File: src/rtl/prng_pkg.sv
// Shared constants for the PRNG coefficient path: byte width, default
// buffer geometry and the pointer-width helper.
package prng_pkg;

  localparam int PRNG_BYTE_W   = 8;
  localparam int COEF_BITS_DEF = 5;
  localparam int DEPTH_DEF     = 8;

  // One extra MSB beyond the address bits separates full from empty.
  function automatic int ptr_w(input int depth);
    return $clog2(depth) + 1;
  endfunction

endpackage

File: src/rtl/prng_done_edge.sv
// Rising-edge detector on the PRNG byte-complete flag, so that a level held
// high produces a single capture pulse.
module prng_done_edge (
  input  logic clk,
  input  logic res,
  input  logic level_i,
  output logic pulse_o
);

  logic prev_q;

  // Remember the previous level of the flag.
  always_ff @(posedge clk or negedge res) begin
    if (!res) begin
      prev_q <= 1'b0;
    end else begin
      prev_q <= level_i;
    end
  end

  assign pulse_o = level_i & ~prev_q;

endmodule

File: src/rtl/prng_coeff_buffer.sv
// Captures PRNG bytes flagged as coefficients into a small FIFO with a
// valid/ready output. Optional macro: PRNG_COEFF_ZERO_FILTER_EN drops zero coefficients.
module prng_coeff_buffer
  import prng_pkg::*;
#(
  parameter int DEPTH     = DEPTH_DEF,
  parameter int COEF_BITS = COEF_BITS_DEF
) (
  input  logic                   clk,
  input  logic                   res,
  input  logic [PRNG_BYTE_W-1:0] din,
  input  logic                   din_done,
  output logic [COEF_BITS-1:0]   out_data,
  output logic                   out_valid,
  input  logic                   out_ready,
  output logic [$clog2(DEPTH):0] count,
  output logic                   overflow
);

  localparam int PW = ptr_w(DEPTH);
  localparam int AW = PW - 1;

  logic [COEF_BITS-1:0] mem_q [DEPTH];
  logic [PW-1:0]        wr_ptr_q, wr_ptr_d;
  logic [PW-1:0]        rd_ptr_q, rd_ptr_d;
  logic                 overflow_q, overflow_d;
  logic                 cap_s, cap_ok_s, pop_s, full_s, wr_en_s;
  logic [COEF_BITS-1:0] coef_s;
  logic                 unused_din_s;

  prng_done_edge u_done_edge (
    .clk     (clk),
    .res     (res),
    .level_i (din_done),
    .pulse_o (cap_s)
  );

  assign coef_s       = din[COEF_BITS-1:0];
  assign unused_din_s = ^din;

`ifdef PRNG_COEFF_ZERO_FILTER_EN
  assign cap_ok_s = cap_s & (coef_s != {COEF_BITS{1'b0}});
`else
  assign cap_ok_s = cap_s;
`endif

  assign count     = wr_ptr_q - rd_ptr_q;
  assign out_valid = (count != {PW{1'b0}});
  assign full_s    = (count == PW'(DEPTH));
  assign pop_s     = out_valid & out_ready;
  assign out_data  = mem_q[rd_ptr_q[AW-1:0]];
  assign overflow  = overflow_q;

  // Next-state pointers; a full FIFO still accepts a capture when the head pops.
  always_comb begin
    wr_en_s    = cap_ok_s & (~full_s | pop_s);
    wr_ptr_d   = wr_ptr_q;
    rd_ptr_d   = rd_ptr_q;
    overflow_d = overflow_q;
    if (wr_en_s) begin
      wr_ptr_d = wr_ptr_q + PW'(1'b1);
    end else begin
      wr_ptr_d = wr_ptr_q;
    end
    if (pop_s) begin
      rd_ptr_d = rd_ptr_q + PW'(1'b1);
    end else begin
      rd_ptr_d = rd_ptr_q;
    end
    if (cap_ok_s && full_s && !pop_s) begin
      overflow_d = 1'b1;
    end else begin
      overflow_d = overflow_q;
    end
  end

  // Pointer and sticky overflow state.
  always_ff @(posedge clk or negedge res) begin
    if (!res) begin
      wr_ptr_q   <= {PW{1'b0}};
      rd_ptr_q   <= {PW{1'b0}};
      overflow_q <= 1'b0;
    end else begin
      wr_ptr_q   <= wr_ptr_d;
      rd_ptr_q   <= rd_ptr_d;
      overflow_q <= overflow_d;
    end
  end

  // Coefficient storage; contents are only meaningful behind valid pointers.
  always_ff @(posedge clk) begin
    if (wr_en_s) begin
      mem_q[wr_ptr_q[AW-1:0]] <= coef_s;
    end
  end

endmodule

File: config.mk
export PLATFORM = sky130hd
export DESIGN_NAME = prng_coeff_buffer
export DESIGN_NICKNAME = d
export VERILOG_FILES = /design/src/rtl/prng_pkg.sv /design/src/rtl/prng_done_edge.sv /design/src/rtl/prng_coeff_buffer.sv
export SDC_FILE = /design/constraint.sdc
export NUM_CORES = 1
export LEC_CHECK = 0
export CAP_MARGIN = 15
export CORE_MARGIN = 8
export CORE_UTILIZATION = 40
export CTS_BUF_LIST = sky130_fd_sc_hd__clkbuf_16
export DETAILED_ROUTE_END_ITERATION = 12
export GPL_TIMING_DRIVEN = 0
export SETUP_SLACK_MARGIN = 0.15
export SYNTH_ARGS = -nofsm -noshare
export SYNTH_HDL_FRONTEND = slang
export SYNTH_SLANG_ARGS = --single-unit
File: constraint.sdc
create_clock -name clk -period 8.66 [get_ports clk]
set_input_delay 0.866 -clock clk [delete_from_list [all_inputs] [get_ports clk]]
set_output_delay 0.866 -clock clk [all_outputs]
set_load 0.02 [all_outputs]
==> key figures <==
Route
  • Vias per Instance: between 5 and 6
  • DRT Pass-1 Iters: 4
  • DRC Markers: 0
  • Vias: about 1200
  • Number of routed nets with antenna violations: 0
  • DRT Wirelength: approximately 4.2 mm
  • Detailed Route Iter0 Violations: 90
  • WL per Instance: 17.8 µm

Layout
  • Commonest cells after routing, fill and taps aside: edfxtp_1, clkdlybuf4s50_1, nand2_1, mux4_2, dfrtp_1
  • Layout area overhead: 21.7%
  • Commonest non-fill, non-tap cell in the layout: edfxtp_1
  • Final Util: roughly half
  • Share of cells above drive strength 1: between 15 and 20%
  • # diodes: 0
  • # nets final: about 180

Global route
  • GR met2 Demand/Resource: between 15 and 20%
  • Initial antenna violation count: 0
  • Tot GR Track Use: roughly a tenth
  • Grt met3 use: under 10%
  • Vias in the first global route: roughly 1300
  • Largest net degree at the start of global routing: 15
  • Gr busiest metal: met2
  • Total gr overflow: 0
  • First-pass GRT wire length: a little under 7 mm
  • Met1 usage: about 13%

CTS
  • Buffer count from post-CTS setup fixing: 0
  • Clock Latency Late Sink: around 280 ps
  • Clock sink count: 50
  • Clock slew at reported path FFs: 60 ps
  • TritonCTS clock tree: built
  • Post-CTS sizing: 0
  • CTS Buf Count: 5
  • Max H-tree Level: 2
  • Root buffer cell: clkbuf_16
  • # hold bufs at CTS: 0
  • Bufs on Longest Clock Path: 2

Power and ir drop
  • Clock network power share: between 10% and 20%
  • Comb power frac: between 40% and 50%
  • Net Switching: 0.000404 W
  • Switching fraction of total power: between 30% and 40%
  • Leak pwr: between 0.9 and 1 nW
  • Int Power: 0.000671 W
  • Maximum vdd drop: approximately 0.00034 V
  • Share of power burned in registers: a little under a third
  • Power per cell area: between 400 and 500 nW/µm²

Yosys
  • Synth Warn #: 0
  • #FFs+latches synth: 50
  • Synth Area per Inst: around 16 µm²
  • Cells after Synth: approximately 140
  • Post-Syn Area: 2180 µm²
  • Yosys cell types: 31
  • Register area share after synthesis: between 60% and 70%
  • Syn_nets: between 150 and 200

Placement
  • Final HPWL DP: 2.97 mm
  • Port bufs: 19
  • Dpl ws: 5000 ps
  • GP Congestion: ~0.77

STA
  • Maximum clock rate: about 260 MHz
  • Unrepaired setup endpoints after global routing: false
  • Setup TNS: 0 ps
  • Fin. max-slew vios: 0
  • Worst slew margin: a little under a quarter
  • Setup ws final: between 4000 and 5000 ps
  • Final hold vios: 0
  • Worst-Margin Slew: between 1000 and 1500 ps
  • Tcrit/Tclk final: about 44%
  • Clk_skew: between 7 and 8 ps
  • Hold Slack: around 460 ps
  • # setup viols final: 0
  • Minimum clock period after layout: 3840 ps

Die
  • Rows: 27
  • Die Y: roughly 90 µm
  • Die X: around 90 µm
  • Die area: roughly 8000 µm²
  • Total I/O pin count: 23
  • Core Footprint: 5370 µm²
  • Initial Utilization: between 40 and 50%

Worst setup path
  • Max incr delay on CP: ~560 ps
  • Slowest CP cell: clkdlybuf4s50_1
  • WP buf/inv: 3
  • Crit path arrival time: 2980 ps
  • CP Launch Type: flip-flop
  • CP Capture Type: output port
  • R2R Path Start: rd_ptr_q[1]$_DFFE_PN0P_
  • Worst path most repeated cell: nand2_1
  • CP endpoint: out_valid
  • CP Cell Sequence: buf_1 -> inv_1 -> ha_1 -> nand3b_1 -> nand2_1 -> xnor2_2 -> nand2_1 -> clkdlybuf4s50_1
  • CP delay by family, top: buffers and inverters
  • Critical path depth: 8
  • Worst reg2reg path depth: 8
  • Required time worst endpoint: ~7800 ps
  • Reg2reg setup slack: between 5000 and 6000 ps
  • Crit path max fanout: 10
  • Worst setup path category: flip-flop to output port
  • Crit path from: rd_ptr_q[1]$_DFFE_PN0P_
  • R2R Path End: mem_q[0][0]$_DFFE_PP_

Worst hold path
  • Hold crit path type: flip-flop to flip-flop

Status
  • Outcome: finished, final reports clean

Run
  • Max Cap Violations: 0
## worst reg2reg max path, stage by stage (launching register included)
cell	delay, ps
dfrtp_1	450
buf_1	510
inv_1	170
fa_1	430
xor2_1	270
or4_1	160
buf_2	160
o21ai_4	120
nor4_1	890
## routing by layer
layer,up-vias,routed length [µm]
met5,-,0
met4,0,59
met3,6,206
met2,26,2050
met1,619,1920
li1,573,-
## kinds of logic after synthesis
group | Yosys count | synth area share [%]
DFF | 50 | 66.7
and+or+nand+nor | 35 | 8.05
buffers and inverters | 14 | 2.53
muxes | 12 | 11.6
AOI/OAI and AO/OA | 10 | 3.39
xor gates and xnor gates | 9 | 3.97
adders and majority gates | 6 | 3.80
## per-stage QoR
| stage | cell area [µm²] | total power, W | cells |
|---|---|---|---|
| floorplan | 2180 | 0.000683 | 136 |
| global placement | 2460 | 0.000861 | 227 |
| detailed placement | 2480 | 0.000875 | 229 |
| CTS | 2640 | 0.00109 | 236 |
| global route | 2650 | 0.00114 | 238 |
| finish | 2650 | 0.00108 | 238 |
## final cells by class
cell class / instances / area [µm²]
timing repair buffer: 23 / 210
inverter: 8 / 30.0
fill: 454 / 2720
buffer: 6 / 25.0
tap: 72 / 90.1
clock buffer: 5 / 125
sequential: 50 / 1450
clock inverter: 2 / 33.8
multi-input combinational: 72 / 682
## power by group through the flow
stage / combinational, W / sequential, W / clock, W
final: 0.000536 / 0.000329 / 0.000210
after global routing: 0.000586 / 0.000334 / 0.000222
after CTS: 0.000546 / 0.000330 / 0.000214
after detailed placement: 0.000540 / 0.000335 / 0
after global placement: 0.000529 / 0.000332 / 0
after floorplan: 0.000355 / 0.000328 / 0
## state kept, by name (all words and copies together), names as in the netlist
register            flops
mem_q                  40
rd_ptr_q                4
wr_ptr_q                4
overflow                1
u_done_edge.prev_q      1
## how the worst min path moves through the flow
stage	from	endpoint	slack, ps	cells past startpoint
2_1_floorplan	wr_ptr_q[3]$_DFFE_PN0P_	wr_ptr_q[3]$_DFFE_PN0P_	550	2
3_3_place_gp	overflow$_DFFE_PN0P_	overflow$_DFFE_PN0P_	450	1
3_5_place_dp	overflow$_DFFE_PN0P_	overflow$_DFFE_PN0P_	450	1
4_1_cts	overflow$_DFFE_PN0P_	overflow$_DFFE_PN0P_	470	1
5_1_grt	overflow$_DFFE_PN0P_	overflow$_DFFE_PN0P_	500	1
6_report	overflow$_DFFE_PN0P_	overflow$_DFFE_PN0P_	460	1
## synthesized netlist by cell type
master | number | area, µm²
edfxtp_1 | 40 | 1200
nand2_1 | 17 | 63.8
dfrtp_1 | 10 | 250
mux4_2 | 10 | 225
inv_1 | 7 | 26.3
nor4_1 | 7 | 43.8
xnor2_1 | 6 | 52.6
ha_1 | 5 | 62.6
a21oi_1 | 3 | 15.0
buf_1 | 2 | 7.51
buf_2 | 2 | 10.0
clkbuf_1 | 2 | 7.51
nand4_1 | 2 | 12.5
nor2_1 | 2 | 7.51
nor3_1 | 2 | 10.0
o211ai_1 | 2 | 15.0
o31ai_1 | 2 | 15.0
xor2_1 | 2 | 17.5
a21o_1 | 1 | 7.51
and2b_1 | 1 | 7.51
fa_1 | 1 | 20.0
inv_2 | 1 | 3.75
mux2_1 | 1 | 11.3
mux2_4 | 1 | 15.0
nand3b_1 | 1 | 7.51
nor3b_1 | 1 | 7.51
o21ai_1 | 1 | 5.00
o21ai_4 | 1 | 16.3
or3_2 | 1 | 7.51
or4_1 | 1 | 7.51
xnor2_2 | 1 | 16.3
Note: power is estimated with default switching activity, not from simulation.
